`config.mk`:
```
export PLATFORM = sky130hd
export DESIGN_NAME = axi_rd_arbiter_flat
export DESIGN_NICKNAME = d
export VERILOG_FILES = /design/src/rtl/axi_rd_arbiter_pkg.sv /design/src/rtl/axi_rd_arbiter_if.sv /design/src/rtl/axi_rd_arbiter_rr_arb2.sv /design/src/rtl/axi_rd_arbiter.sv /design/src/flat_wrapper.sv
export SDC_FILE = /design/constraint.sdc
export NUM_CORES = 1
export LEC_CHECK = 0
export CAP_MARGIN = 15
export CORE_AREA = 2 2 92 94
export DETAILED_ROUTE_END_ITERATION = 16
export DIE_AREA = 0 0 94 96
export HOLD_SLACK_MARGIN = 0.15
export MAX_ROUTING_LAYER = met4
export PLACE_DENSITY = 0.86
export SLEW_MARGIN = 15
export SYNTH_ARGS = -nofsm -noshare
export SYNTH_HDL_FRONTEND = slang
export SYNTH_SLANG_ARGS = --single-unit
```
`constraint.sdc`:
```
create_clock -name clk -period 4.2 [get_ports clk]
set_clock_uncertainty 0.15 [all_clocks]
set_input_delay 0.84 -clock clk [delete_from_list [all_inputs] [get_ports clk]]
set_output_delay 0.84 -clock clk [all_outputs]
set_load 0.01 [all_outputs]
```
`src/rtl/axi_rd_arbiter_pkg.sv`:
```
// Shared definitions for the icache/dcache AXI read arbiter:
//   - request type encodings carried on rd_type
//   - AXI burst/size constants driven on the AR channel
//   - AXI IDs assigned to each requester
//   - arbiter FSM state enumeration
//   - helper that maps a request type onto an AXI beat size
package axi_rd_arbiter_pkg;

    localparam logic [2:0] RD_TYPE_BYTE = 3'b000;
    localparam logic [2:0] RD_TYPE_HALF = 3'b001;
    localparam logic [2:0] RD_TYPE_WORD = 3'b010;
    localparam logic [2:0] RD_TYPE_LINE = 3'b100;

    localparam logic [1:0] AXI_BURST_INCR = 2'b01;
    localparam logic [2:0] AXI_SIZE_1B    = 3'b000;
    localparam logic [2:0] AXI_SIZE_2B    = 3'b001;
    localparam logic [2:0] AXI_SIZE_4B    = 3'b010;

    localparam logic [3:0] ID_ICACHE = 4'd0;
    localparam logic [3:0] ID_DCACHE = 4'd1;

    // Bit positions of each requester in req/grant vectors.
    localparam int unsigned REQ_I = 0;
    localparam int unsigned REQ_D = 1;

    typedef enum logic [1:0] {
        ST_IDLE,
        ST_AR,
        ST_R
    } arb_state_t;

    // Word and line requests both move 32-bit beats; unknown encodings
    // are treated as word reads.
    function automatic logic [2:0] arsize_for(input logic [2:0] rd_type);
        case (rd_type)
            RD_TYPE_BYTE: return AXI_SIZE_1B;
            RD_TYPE_HALF: return AXI_SIZE_2B;
            default:      return AXI_SIZE_4B;
        endcase
    endfunction

endpackage

```
`src/rtl/axi_rd_arbiter_if.sv`:
```
// Bus interfaces for the AXI read arbiter.
//   axi_rd_arbiter_cache_if : one cache read port (request + return beats)
//     master = cache side, slave = arbiter side
//     rd_req/rd_type/rd_addr  request, accepted when rd_req & rd_rdy
//     ret_valid/ret_last/ret_data  return beats towards the cache
//   axi_rd_arbiter_if : AXI read-address and read-data channels
//     master = arbiter side, slave = memory side
interface axi_rd_arbiter_cache_if;
    logic        rd_req;
    logic [2:0]  rd_type;
    logic [31:0] rd_addr;
    logic        rd_rdy;
    logic        ret_valid;
    logic        ret_last;
    logic [31:0] ret_data;

    modport master (
        output rd_req, rd_type, rd_addr,
        input  rd_rdy, ret_valid, ret_last, ret_data
    );

    modport slave (
        input  rd_req, rd_type, rd_addr,
        output rd_rdy, ret_valid, ret_last, ret_data
    );
endinterface

interface axi_rd_arbiter_if;
    logic [3:0]  arid;
    logic [31:0] araddr;
    logic [7:0]  arlen;
    logic [2:0]  arsize;
    logic [1:0]  arburst;
    logic        arvalid;
    logic        arready;
    logic [3:0]  rid;
    logic [31:0] rdata;
    logic [1:0]  rresp;
    logic        rlast;
    logic        rvalid;
    logic        rready;

    modport master (
        output arid, araddr, arlen, arsize, arburst, arvalid, rready,
        input  arready, rid, rdata, rresp, rlast, rvalid
    );

    modport slave (
        input  arid, araddr, arlen, arsize, arburst, arvalid, rready,
        output arready, rid, rdata, rresp, rlast, rvalid
    );
endinterface

```
`src/rtl/axi_rd_arbiter_rr_arb2.sv`:
```
// rr_arb2: two-requester round-robin arbiter.
//   clk, reset : core clock, asynchronous active-high reset
//   req[1:0]   : request vector (bit REQ_I = icache, bit REQ_D = dcache)
//   update     : grant was taken this cycle; remember who won
//   grant[1:0] : combinational one-hot grant (all zero when no request)
module rr_arb2
    import axi_rd_arbiter_pkg::*;
(
    input  logic       clk,
    input  logic       reset,
    input  logic [1:0] req,
    input  logic       update,
    output logic [1:0] grant
);

    // 1 = dcache was granted last. Resets to dcache so icache wins the
    // first tie.
    logic last_grant_d;

    always_comb begin
        grant = '0;
        case (req)
            2'b01:   grant[REQ_I] = 1'b1;
            2'b10:   grant[REQ_D] = 1'b1;
            2'b11: begin
                if (last_grant_d) grant[REQ_I] = 1'b1;
                else              grant[REQ_D] = 1'b1;
            end
            default: grant = '0;
        endcase
    end

    always_ff @(posedge clk or posedge reset) begin
        if (reset)
            last_grant_d <= 1'b1;
        else if (update && (|grant))
            last_grant_d <= grant[REQ_D];
    end

endmodule

```
`src/rtl/axi_rd_arbiter.sv`:
```
// axi_rd_arbiter: shares one AXI read port between an icache and a dcache.
// One read is outstanding at a time; IDLE -> AR -> R -> IDLE.
//   clk, reset : core clock, asynchronous active-high reset
//   icache     : icache read port (slave side)
//   dcache     : dcache read port (slave side)
//   axi        : AXI AR/R channels (master side)
//   LINE_WORDS : 32-bit beats per cache-line burst
module axi_rd_arbiter
    import axi_rd_arbiter_pkg::*;
#(
    parameter int unsigned LINE_WORDS = 4
) (
    input  logic                   clk,
    input  logic                   reset,
    axi_rd_arbiter_cache_if.slave  icache,
    axi_rd_arbiter_cache_if.slave  dcache,
    axi_rd_arbiter_if.master       axi
);

    arb_state_t  state, state_nxt;
    logic [1:0]  req, grant, rdy;
    logic        accept;

    // Transaction context captured on acceptance (owner 1 = dcache).
    logic        owner_q;
    logic [31:0] addr_q;
    logic [2:0]  type_q;

    logic [3:0]  id_q;
    logic [7:0]  arlen_q;
    logic        fwd;
    logic [7:0]  beat_cnt;

    assign req = {dcache.rd_req, icache.rd_req};

    rr_arb2 u_rr_arb2 (
        .clk    (clk),
        .reset  (reset),
        .req    (req),
        .update (accept),
        .grant  (grant)
    );

    always_ff @(posedge clk or posedge reset) begin
        if (reset) state <= ST_IDLE;
        else       state <= state_nxt;
    end

    // Grants only come out of IDLE, so completion in R and the next grant
    // can never share a cycle.
    always_comb begin
        state_nxt   = state;
        accept      = 1'b0;
        rdy         = '0;
        axi.arvalid = 1'b0;
        axi.rready  = 1'b0;
        case (state)
            ST_IDLE: begin
                if (!reset) begin
                    rdy    = grant;
                    accept = |grant;
                end
                if (accept) state_nxt = ST_AR;
            end
            ST_AR: begin
                axi.arvalid = 1'b1;
                if (axi.arready) state_nxt = ST_R;
            end
            ST_R: begin
                axi.rready = 1'b1;
                if (axi.rvalid && axi.rlast) state_nxt = ST_IDLE;
            end
            default: state_nxt = ST_IDLE;
        endcase
    end

    assign icache.rd_rdy = rdy[REQ_I];
    assign dcache.rd_rdy = rdy[REQ_D];

    always_ff @(posedge clk or posedge reset) begin
        if (reset) begin
            owner_q <= 1'b0;
            addr_q  <= '0;
            type_q  <= '0;
        end else if (accept) begin
            owner_q <= grant[REQ_D];
            addr_q  <= grant[REQ_D] ? dcache.rd_addr : icache.rd_addr;
            type_q  <= grant[REQ_D] ? dcache.rd_type : icache.rd_type;
        end
    end

    assign id_q    = owner_q ? ID_DCACHE : ID_ICACHE;
    assign arlen_q = (type_q == RD_TYPE_LINE) ? 8'(LINE_WORDS - 1) : '0;

    assign axi.arid    = id_q;
    assign axi.araddr  = addr_q;
    assign axi.arlen   = arlen_q;
    assign axi.arsize  = arsize_for(type_q);
    assign axi.arburst = AXI_BURST_INCR;

    // Beats with a foreign rid are still consumed (rready is 1) but never
    // reach either cache.
    assign fwd = axi.rready && axi.rvalid && (axi.rid == id_q);

    assign icache.ret_valid = fwd && !owner_q;
    assign icache.ret_last  = fwd && !owner_q && axi.rlast;
    assign icache.ret_data  = (fwd && !owner_q) ? axi.rdata : '0;
    assign dcache.ret_valid = fwd && owner_q;
    assign dcache.ret_last  = fwd && owner_q && axi.rlast;
    assign dcache.ret_data  = (fwd && owner_q) ? axi.rdata : '0;

    // Debug beat counter: completion is decided by rlast alone.
    always_ff @(posedge clk or posedge reset) begin
        if (reset)
            beat_cnt <= '0;
        else if (state == ST_AR && axi.arready)
            beat_cnt <= '0;
        else if (fwd)
            beat_cnt <= beat_cnt + 8'd1;
    end

    a_beat_count: assert property (@(posedge clk) disable iff (reset)
        (fwd && axi.rlast) |-> (beat_cnt == arlen_q));

endmodule

```
`src/flat_wrapper.sv`:
```
// flat-port wrapper written by rule: the top's interface ports become plain ports
module axi_rd_arbiter_flat import axi_rd_arbiter_pkg::*;
#(
    parameter int unsigned LINE_WORDS = 4
)
  (clk, reset, icache_rd_req, icache_rd_type, icache_rd_addr, icache_rd_rdy, icache_ret_valid, icache_ret_last, icache_ret_data, dcache_rd_req, dcache_rd_type, dcache_rd_addr, dcache_rd_rdy, dcache_ret_valid, dcache_ret_last, dcache_ret_data, axi_arid, axi_araddr, axi_arlen, axi_arsize, axi_arburst, axi_arvalid, axi_rready, axi_arready, axi_rid, axi_rdata, axi_rresp, axi_rlast, axi_rvalid);
  axi_rd_arbiter_cache_if icache_i ();
  axi_rd_arbiter_cache_if dcache_i ();
  axi_rd_arbiter_if axi_i ();
  input  logic clk;
  input  logic reset;
  input wire logic [$bits(icache_i.rd_req)-1:0] icache_rd_req;
  input wire logic [$bits(icache_i.rd_type)-1:0] icache_rd_type;
  input wire logic [$bits(icache_i.rd_addr)-1:0] icache_rd_addr;
  output wire logic [$bits(icache_i.rd_rdy)-1:0] icache_rd_rdy;
  output wire logic [$bits(icache_i.ret_valid)-1:0] icache_ret_valid;
  output wire logic [$bits(icache_i.ret_last)-1:0] icache_ret_last;
  output wire logic [$bits(icache_i.ret_data)-1:0] icache_ret_data;
  input wire logic [$bits(dcache_i.rd_req)-1:0] dcache_rd_req;
  input wire logic [$bits(dcache_i.rd_type)-1:0] dcache_rd_type;
  input wire logic [$bits(dcache_i.rd_addr)-1:0] dcache_rd_addr;
  output wire logic [$bits(dcache_i.rd_rdy)-1:0] dcache_rd_rdy;
  output wire logic [$bits(dcache_i.ret_valid)-1:0] dcache_ret_valid;
  output wire logic [$bits(dcache_i.ret_last)-1:0] dcache_ret_last;
  output wire logic [$bits(dcache_i.ret_data)-1:0] dcache_ret_data;
  output wire logic [$bits(axi_i.arid)-1:0] axi_arid;
  output wire logic [$bits(axi_i.araddr)-1:0] axi_araddr;
  output wire logic [$bits(axi_i.arlen)-1:0] axi_arlen;
  output wire logic [$bits(axi_i.arsize)-1:0] axi_arsize;
  output wire logic [$bits(axi_i.arburst)-1:0] axi_arburst;
  output wire logic [$bits(axi_i.arvalid)-1:0] axi_arvalid;
  output wire logic [$bits(axi_i.rready)-1:0] axi_rready;
  input wire logic [$bits(axi_i.arready)-1:0] axi_arready;
  input wire logic [$bits(axi_i.rid)-1:0] axi_rid;
  input wire logic [$bits(axi_i.rdata)-1:0] axi_rdata;
  input wire logic [$bits(axi_i.rresp)-1:0] axi_rresp;
  input wire logic [$bits(axi_i.rlast)-1:0] axi_rlast;
  input wire logic [$bits(axi_i.rvalid)-1:0] axi_rvalid;
  assign icache_i.rd_req = icache_rd_req;
  assign icache_i.rd_type = icache_rd_type;
  assign icache_i.rd_addr = icache_rd_addr;
  assign icache_rd_rdy = icache_i.rd_rdy;
  assign icache_ret_valid = icache_i.ret_valid;
  assign icache_ret_last = icache_i.ret_last;
  assign icache_ret_data = icache_i.ret_data;
  assign dcache_i.rd_req = dcache_rd_req;
  assign dcache_i.rd_type = dcache_rd_type;
  assign dcache_i.rd_addr = dcache_rd_addr;
  assign dcache_rd_rdy = dcache_i.rd_rdy;
  assign dcache_ret_valid = dcache_i.ret_valid;
  assign dcache_ret_last = dcache_i.ret_last;
  assign dcache_ret_data = dcache_i.ret_data;
  assign axi_arid = axi_i.arid;
  assign axi_araddr = axi_i.araddr;
  assign axi_arlen = axi_i.arlen;
  assign axi_arsize = axi_i.arsize;
  assign axi_arburst = axi_i.arburst;
  assign axi_arvalid = axi_i.arvalid;
  assign axi_rready = axi_i.rready;
  assign axi_i.arready = axi_arready;
  assign axi_i.rid = axi_rid;
  assign axi_i.rdata = axi_rdata;
  assign axi_i.rresp = axi_rresp;
  assign axi_i.rlast = axi_rlast;
  assign axi_i.rvalid = axi_rvalid;
  axi_rd_arbiter #(.LINE_WORDS(LINE_WORDS)) u_core (.clk(clk), .reset(reset), .icache(icache_i), .dcache(dcache_i), .axi(axi_i));
endmodule
```
# Yosys cells after proc, flatten, opt, wreduce, memory -nomap -nowiden
# Cells that the tools add are included.
# W data, S select, Z words.
[word_totals] register_bits=39 in_bits=115 output_inout_bits=121 word_cells=51
[classes] n_eq_ne=11 mux=22 n_reduce_logical=13
[ops] cell="$mux W32" n=3
[ops] cell="$mux W2" n=6
[ops] cell="$logic_and A1 B1 Y1" n=8
[ops] cell="$mux W1" n=8
[ops] cell="$eq A2 B2 Y1 const B" n=3
[ops] cell="$pmux W2 S3" n=1
[ops] cell="$eq A2 B1 Y1 const B" n=2
[ops] cell="$eq A4 B4 Y1" n=1
[ops] cell="$ne A2 B1 Y1 const B" n=2
[ops] cell="$pmux W1 S2" n=2
[ops] cell="$pmux W2 S2" n=1
[ops] cell="$eq A3 B1 Y1 const B" n=1
[ops] cell="$eq A3 B3 Y1 const B" n=1
[ops] cell="$logic_not A3 Y1" n=1
[ops] cell="$mux W3" n=1
[ops] cell="$reduce_and A3 Y1" n=1
[ops] cell="$logic_not A2 Y1" n=1
[ops] cell="$ne A2 B2 Y1 const B" n=1
[ops] cell="$reduce_or A2 Y1" n=1
[ops] cell="$logic_not A1 Y1" n=1

# Depth between registers and ports, before layout
# Gate-level depths: netlist (run 1).
[logic_depth] ltp_word=7 depth_mapped=5 mapped_depth_nobuf=3

# By module
# A second synthesis (run 1) with hierarchy kept.
[unflattened] cells_unflattened=233 hier_area_um2=2572.5
[modules_own_cells] mod="axi_rd_arbiter" instances=1 cells_per_inst=226 area_each_um2=2512.4 seq_area_each_um2=950.9
[modules_own_cells] mod="rr_arb2" instances=1 cells_per_inst=7 area_each_um2=60.1 seq_area_each_um2=26.3

# Least setup slack after synthesis (run 1)
# Ideal clock, no wire load.
[synth_timing] path_kind="input to output" start="input port axi_rid[1]" end="output port icache_ret_data[22]" arrival_ns=2.044 required_ns=3.210 path_slack_ns=1.166 stages=4 path_buffers=1 path_cell_list="or4b_4 -> nor4_4 -> buf_6 -> and2_1"
[synth_between] elab_chain_len=4
[synth_rtl] item="start, declared" line="flat_wrapper.sv:34" source="input wire logic [$bits(axi_i.rid)-1:0] axi_rid;"
[synth_rtl] item="$eq A4 B4 Y1" line="axi_rd_arbiter.sv:103" source="assign fwd = axi.rready && axi.rvalid && (axi.rid == id_q);"
[synth_rtl] item="$logic_and A1 B1 Y1" line="axi_rd_arbiter.sv:103"
[synth_rtl] item="$logic_and A1 B1 Y1"
[synth_rtl] item="via icache_ret_valid" line="flat_wrapper.sv:16" source="output wire logic [$bits(icache_i.ret_valid)-1:0] icache_ret_valid;"
[synth_rtl] item="$mux W32" line="axi_rd_arbiter.sv:107" source="assign icache.ret_data = (fwd && !owner_q) ? axi.rdata : '0;"
[synth_rtl] item="end, declared" line="flat_wrapper.sv:18" source="output wire logic [$bits(icache_i.ret_data)-1:0] icache_ret_data;"
# The timed path passes the listed nets, and every way through them passes these cells.

# Worst setup path in the final report (run 1)
[layout_timing] start="input port axi_rvalid" end="output port dcache_ret_data[29]"
[layout_between] elab_chain_len=4
[layout_rtl] item="start, declared" line="flat_wrapper.sv:38" source="input wire logic [$bits(axi_i.rvalid)-1:0] axi_rvalid;"
[layout_rtl] item="$logic_and A1 B1 Y1 (2 in a row)" line="axi_rd_arbiter.sv:103"
[layout_rtl] item="$logic_and A1 B1 Y1" line="axi_rd_arbiter.sv:110" source="assign dcache.ret_data = (fwd && owner_q) ? axi.rdata : '0;"
[layout_rtl] item="$mux W32" line="axi_rd_arbiter.sv:110"
[layout_rtl] item="end, declared" line="flat_wrapper.sv:25" source="output wire logic [$bits(dcache_i.ret_data)-1:0] dcache_ret_data;"
# No other way between the ends.

==> results list, run 1 <==
* Result of the run: finished, final reports clean
* Area used by multi-input combinational logic: ~1300 sq um
- PwrDens: roughly 400 nW/um^2
- Critical Path, Cell by Cell: clkdlybuf4s50_1, or4b_4, nor3_4, buf_4, and2_1, clkdlybuf4s50_1
* I/O pin count: about 240
- Die Area: between 9000 and 10000 sq um
- CTS Hold Bufs: 0
* Capturing element type of the critical path: primary output
- The area growth from synthesis to layout is 95.4%.
* H-tree Lvls: 2
- Across the VDD grid, the largest voltage drop is approximately 0.00024 V.
- Maximum net fanout on the critical path: 14
* Maximum count of clock buffers along a single path: 2
- # Post-CTS Setup Buffers: 0
- The tightest hold path in the finished design has a slack of 393 ps.
- Cell area after synthesis: 2440 sq um
- After clock tree synthesis, the clock-pin slew on the worst setup and hold paths is 80 ps.
- The via count of the first global-routing pass was 2778.
- Routed Antenna Nets: 0
* Cell count of the worst reg-to-reg path: 5
- The largest single stage delay on the critical path is 540 ps.
* Number of flip-flops and latches in the synthesized netlist: 39
- The floorplan step set the die height to between 90 and 100 um.
* Horizontal die dimension: 94 um
* Per-cell via count in the routed design: around 5
* Final number of setup-violating endpoints: 0
- Number of distinct standard cells referenced by the synthesized netlist: 31
- Buffers inserted during clock tree synthesis total 5.
* Total leakage power: 1.84 nW
* Worst path slowest cell: sky130_fd_sc_hd__clkdlybuf4s50_1
- Gates resized during post-CTS repair numbered 0.
- The root buffer cell chosen for the clock tree is sky130_fd_sc_hd__clkbuf_8.
- In the layout the commonest cells are sky130_fd_sc_hd__clkdlybuf4s50_1, sky130_fd_sc_hd__and2_1, sky130_fd_sc_hd__dfrtp_1.
- Number of non-filler instances in the completed layout: 558
- Arrival time at the worst endpoint: ~3100 ps
- Counting the fill cells in the layout gives 699.
- Hold endpoint: u_core.axi.araddr[6]$_DFFE_PP0P_
- After global routing the overflow that remains totals 0.
* Final TNS setup: 0 ps
- Aggregate global-route resource usage: 21.6%
- Final Slew Violations: 0
- Maximum Capacitance Violations: 0
* Clock tree from TritonCTS: built
* First-pass GRT wire length: around 15000 um
- Routed wire length: 9870 um
- In this run the register-to-register setup slack is between 1500 and 2000 ps.
* Clock sink count: 39
- The startpoint identified for the worst hold timing path is u_core.axi.araddr[6]$_DFFE_PP0P_.
* Number of antenna violations at the first check in global routing: 0
- Counting I/O delays and the setup requirement, the final critical path takes 4060 ps.
* Required time of the worst setup path: 3210 ps
- After detailed routing, the number of remaining DRC violations is 0.
- In the final routed layout, each cell accounts on average for ~18 um.
* Via total after detailed routing: about 2.8k
- The critical path in this run is classified as in -> out.
- Placed wire-length estimate: 7800 um
* Seq. cell area: 977 sq um
- For this run, the top clock speed supported by timing is 246 MHz.
- Yosys printed 0 warnings.
* Ant. Diodes: 0
- Final cycle utilization of the critical path: 96.7%
* Routability congestion estimate: 0.855
- Measured against its own limit, the worst slew margin works out to 50.5%.
- For this block, the initial DRC count from the detailed router was 58.
- Instance count of the mapped netlist: 243
* Maximum number of pins on one net before global-route repair: 40
- Endpoint of the worst register-to-register path: u_core.axi.araddr[9]$_DFFE_PP0P_
- Buffers placed on the I/O ports in this run total 221.
- Post-Synthesis Mean Instance Area: between 10 and 15 sq um
- Core Util, Final: 59.1%
- Total core area: 8050 sq um
* Count of standard-cell rows: 33
- The worst setup path is launched from an input pin.
* Cells on Worst Hold Path: 1
* Most common cell type on the critical path: sky130_fd_sc_hd__clkdlybuf4s50_1
- Proportion of synthesized chip area in sequential cells: 40.1%
- The first detailed-routing pass took 4 iterations.
- In this run the worst hold path is classified as reg -> reg.
* Final Net Count: about 570
* Tightest Pin Transition: 742 ps
- Leading cell type in the layout, fill and taps excluded: sky130_fd_sc_hd__clkdlybuf4s50_1
- The startpoint identified for the worst register-to-register timing path is u_core.state[1]$_DFFE_PP0P_.
- Final number of hold-violating endpoints: 0
* Cell count after placement: 550
- Setup repair after global routing missed its margin: no
- In the final layout, the share of cells above drive strength 1 is a little over 6%.
* Worst-Skew Late Latency: 280 ps
- Effective utilization at floorplan: 30.3%
==> report_power, final <==
part	total (mW)	internal [mW]	switching, mW
clock network	0.241	0.117	0.124
logic	1.04	0.616	0.427
registers	0.672	0.555	0.117
==> cell families after synthesis <==
kind of cell	synth area share, %
AOI/OAI and AO/OA	27.2
buffers and inverters	10.3
DFF	40.1
other	0.308
and+or+nand+nor	22.0
==> worst max-delay path, delay by kind of cell <==
| kind | cells | cell delay [ps] |
|---|---|---|
| buffers and inverters | 3 | 1300 |
| and+or+nand+nor | 3 | 930 |
==> synth_stat cells, drive strengths merged <==
master / instances / area (sq um)
clkbuf: 10 / 37.5
dfrtp: 38 / 951
a21oi: 2 / 10.0
nand2: 2 / 7.51
a21o: 1 / 7.51
or2b: 1 / 7.51
and2: 66 / 418
nor2: 2 / 7.51
or2: 1 / 6.26
nor3b: 2 / 15.0
nor2b: 2 / 12.5
nor4: 2 / 27.5
a2bb2oi: 35 / 307
nor3: 2 / 21.3
a22o: 1 / 8.76
o32ai: 35 / 307
o21a: 1 / 7.51
or4b: 1 / 13.8
a21bo: 1 / 10.0
dfstp: 1 / 26.3
buf: 29 / 195
clkinv: 1 / 3.75
conb: 2 / 7.51
inv: 4 / 15.0
a31oi: 1 / 6.26
==> layer usage <==
| layer | GRT usage, % | vias up | share of wire, % |
|---|---|---|---|
| met1 | 23.6 | 1332 | 38 |
| met4 | 6.16 | 0 | 1.6 |
| met5 | - | - | 0 |
| met3 | 5.32 | 12 | 7.5 |
| met2 | 39.1 | 140 | 53 |
| li1 | - | 1295 | - |
==> final cells by class <==
class,instances,area share (%)
clock buffers,7,1.60
repair buffers,231,48.3
flip-flops and latches,39,20.5
multi-input cells,170,26.3
well taps,105,2.76
clock inverters,1,0.105
inverters,5,0.394
==> flip-flops by register name, summed over array words and instances (netlist names) <==
register / cells
u_core.type_q: 3
u_core.owner_q: 1
u_core.state: 2
u_core.u_rr_arb2.last_grant_d: 1
u_core.axi.araddr: 32
==> metrics by stage <==
stage / setup slack, ps / total power [mW] / area (sq um)
global route: 56.7 / 2.08 / 4760
CTS: 135 / 1.98 / 4760
finish: 138 / 1.96 / 4760
global placement: 175 / 1.70 / 4680
floorplan: 1170 / 1.16 / 2470
detailed placement: 134 / 1.73 / 4680
==> how the worst max path moves through the flow <==
stage | startpoint | end | slack (ps) | cells past startpoint
3_5_place_dp | axi_rvalid | dcache_ret_data[18] | 130 | 6
5_1_grt | axi_rvalid | dcache_ret_data[29] | 60 | 6
6_report | axi_rvalid | dcache_ret_data[29] | 140 | 6
4_1_cts | axi_rvalid | dcache_ret_data[18] | 130 | 6
2_1_floorplan | axi_rid[1] | icache_ret_data[22] | 1170 | 4
3_3_place_gp | axi_rvalid | dcache_ret_data[18] | 170 | 6
Note: power is estimated with default switching activity, not from simulation.
==> inputs of run 2 (changes only) <==
Settings changed: CORE_AREA 2 2 92 94 to unset, CORE_MARGIN set to 3, CORE_UTILIZATION set to 33, CTS_CLUSTER_DIAMETER set to 100, DIE_AREA 0 0 94 96 to unset, PLACE_DENSITY 0.86 to 0.92, SLEW_MARGIN 15 to 20.
==> run 2 against run 1 <==
  * Core utilization up 9.3 points
  * Setup slack better by 88 ps
  * Non-clock buffer count unchanged
  * Via count down 0.29%
  * Sequential power about the same
  * Clock power up 25%
  * Largest cell class unchanged
  * Count of clock-buffer cells in the layout down 2
  * Die area down 6.4%
  * Register-to-register slack worse by 30 ps
  * Largest power group unchanged
  * Design area up 0.29%
==> results list, run 2 (synthesis results as in run 1) <==
- Clock tree from TritonCTS: built (unchanged)
- Internal Dissipation: 1.35 mW (was 1.29 mW)
- The total I/O pin count came to 236 (unchanged).
- The violation count after the first detailed-routing iteration came to 113 (was 58).
* Setup slack of the critical path after layout: 225 ps (was 138 ps)
* Most common cell type on the critical path: sky130_fd_sc_hd__clkdlybuf4s50_1 (unchanged)
- Maximum count of clock buffers along a single path: 2 (unchanged)
- The placeable core region is 6980 sq um (was 8050 sq um).
* Arrival time at the worst endpoint: 2980 ps (was 3070 ps)
- Relative max-transition margin: 53.0% (was 50.5%)
* Reg clk slew, reported paths: 70 ps (was 80 ps)
- The worst ir drop on vdd was 0.000329 V (was 0.000242 V).
- The residual DRC count is 0 (unchanged).
- Hold Crit Class: reg -> reg (unchanged)
- Aggregate global-route resource usage: 23.8% (was 21.6%)
- The total count of hold-check failures in the final report came to 0 (unchanged).
- The critical-path maximum fanout came to 18 (was 14).
- P&R area growth vs syn: 96.0% (was 95.4%)
* Final min period: 3970 ps (was 4060 ps)
* Ant. Diodes: 0 (unchanged)
- Ratio of cells with drive above 1 in the final layout: 6.42% (was 6.18%)
* Net switching power figure: 678 uW (was 668 uW)
* Fillers: 531 (was 699)
- Maximum Capacitance Violations: 0 (unchanged)
- The required time at the endpoint of the critical path is 3210 ps (about the same).
- The flip-flop count of the largest register after layout came to 32 (unchanged).
- The number of vias in the routed layout is 2771 (was 2779).
- Clock sink count: 39 (unchanged)
- Result of the run: finished, final reports clean (unchanged)
- Post-Place Worst Slack: 230 ps (was 134 ps)
- The initial antenna violation count was 0 (unchanged).
- Die Area: 8450 sq um (was 9020 sq um)
- The root buffer cell is sky130_fd_sc_hd__clkbuf_8 (unchanged).
- The height of the die is 91.9 um (was 96 um).
- The global placement routability congestion is 0.833 (was 0.855).
* Clock power share: 14.9% (was 12.3%)
* Portion of total power attributed to combinational logic: 51.9% (was 53.3%)
* Final Slew Violations: 0 (unchanged)
- The total area of multi-input combinational cells is 1250 sq um (unchanged).
- Final number of setup-violating endpoints: 0 (unchanged)
* Routed Antenna Nets: 0 (unchanged)
- The largest stage delay on the critical path is 570 ps (was 540 ps).
* Detailed Routing Iterations Pass 1: 4 (unchanged)
- The count of buffers inserted at the top-level ports was 221 (unchanged).
* Min Hold Slack: 393 ps (about the same)
- Total leakage power: 1.85 nW (was 1.84 nW)
- TritonCTS Buffers: 5 (unchanged)
- GRT overflow: 0 (unchanged)
- Horizontal die dimension: 91.9 um (was 94 um)
* Routed len/inst: 18.2 um (was 17.7 um)
* Per-cell via count in the routed design: 5.06 (was 4.98)
- The category of the most critical setup path is in -> out (unchanged).
- Switching share of total power: 33.5% (was 34.2%)
* Routed wire length: 9990 um (was 9870 um)
* Count of standard-cell rows: 30 (was 33)
- Final cycle utilization of the critical path: 94.6% (was 96.7%)
* Critical Path, Cell by Cell: clkdlybuf4s50_1, or4b_4, nor4_4, buf_4, and2_2, clkdlybuf4s50_1 (was clkdlybuf4s50_1, or4b_4, nor3_4, buf_4, and2_1, clkdlybuf4s50_1)
- Highest-count cells in the layout ignoring fill and taps: sky130_fd_sc_hd__clkdlybuf4s50_1, sky130_fd_sc_hd__and2_1, sky130_fd_sc_hd__dfrtp_1 (unchanged)
- The via count of the first global-routing pass is 2894 (was 2778).
- CTS resizes: 0 (unchanged)
- The detailed-placement wirelength estimate came to 7950 um (was 7800 um).
- Leading cell type in the layout, fill and taps excluded: sky130_fd_sc_hd__clkdlybuf4s50_1 (unchanged)
- The slew at the pin closest to its max-slew limit was 704 ps (was 742 ps).
- Worst path slowest cell: sky130_fd_sc_hd__or4b_4 (was sky130_fd_sc_hd__clkdlybuf4s50_1)
- # Post-CTS Setup Buffers: 0 (unchanged)
- Capturing element type of the critical path: primary output (unchanged)
* H-tree Lvls: 2 (unchanged)
- Seq. cell area: 977 sq um (unchanged)
- Effective utilization at floorplan: 34.9% (was 30.3%)
- Maximum number of pins on one net before global-route repair: 40 (unchanged)
- Worst-Skew Late Latency: 280 ps (about the same)
- Final Net Count: 567 (unchanged)
- The number of buffers inserted by hold repair at cts was 0 (unchanged).
* Startpoint type of the worst setup path: input pin (unchanged)
- First-pass GRT wire length: 15400 um (was 14700 um)
- The highest clock rate came to 252 MHz (was 246 MHz).
- Sequential share of power: 33.2% (was 34.3%)
- Final TNS setup: 0 ps (unchanged)
- Setup repair after global routing missed its margin: no (unchanged)
- The power density over cell area is 424 nW/um^2 (was 411 nW/um^2).
==> run 2: cell count changes in the layout (fill, tap and decap cells not counted), sizes merged <==
cell	change
inv	+1
clkinv	-2
clkbuf	-2
bufinv	+1
clkinvlp	+1
==> run 2: critical path, delay by kind of cell <==
kind | cells | cell delay (ps)
buf+inv | 3 | 1230
simple gates | 3 | 910
==> run 2: routing by layer <==
layer / GRT usage (%) / part of all wire (%) / vias up
met3: 6.23 / 8.7 / 16
met2: 44.0 / 53 / 151
met5: - / 0 / -
met1: 25.1 / 36 / 1313
li1: - / - / 1291
met4: 5.82 / 1.8 / 0
==> run 2: worst paths after layout <==
path | from | to | slack [ps] | cells past startpoint
max | axi_rid[3] | icache_ret_data[0] | 230 | 6
min | u_core.u_rr_arb2.last_grant_d$_DFFE_PP1P_ | u_core.u_rr_arb2.last_grant_d$_DFFE_PP1P_ | 390 | 2
max reg2reg | u_core.state[1]$_DFFE_PP0P_ | u_core.axi.araddr[16]$_DFFE_PP0P_ | 1780 | 5
min reg2reg | u_core.u_rr_arb2.last_grant_d$_DFFE_PP1P_ | u_core.u_rr_arb2.last_grant_d$_DFFE_PP1P_ | 390 | 2
max in group asynchronous | reset | u_core.axi.araddr[19]$_DFFE_PP0P_ | 2350 | 3
min in group asynchronous | reset | u_core.axi.araddr[8]$_DFFE_PP0P_ | 820 | 2
==> run 2: power groups by stage <==
stage          registers (mW)  logic [mW]  clock network (mW)
2_1_floorplan           0.724       0.435                   0
3_3_place_gp            0.664        1.04                   0
3_5_place_dp            0.671        1.06                   0
4_1_cts                 0.671        1.06               0.310
5_1_grt                 0.694        1.12               0.326
6_report                0.671        1.05               0.302
==> run 2: area by class of cell <==
class                           instances  area share [%]
Clock buffer                            5            1.44
Clock inverter                          2           0.786
Inverter                                5           0.393
Multi-Input combinational cell        170            26.2
Sequential cell                        39            20.5
Tap cell                               96            2.52
Timing Repair Buffer                  231            48.2
==> run 2: per-stage QoR <==
step                      cells  total power, mW  area, sq um  utilization [%]
final                       548             2.02         4770             68.4
after floorplan             253             1.16         2470                -
after CTS                   548             2.04         4770             68.4
after detailed placement    541             1.73         4670             66.9
after global placement      541             1.70         4670             66.9
after global routing        548             2.14         4770             68.4
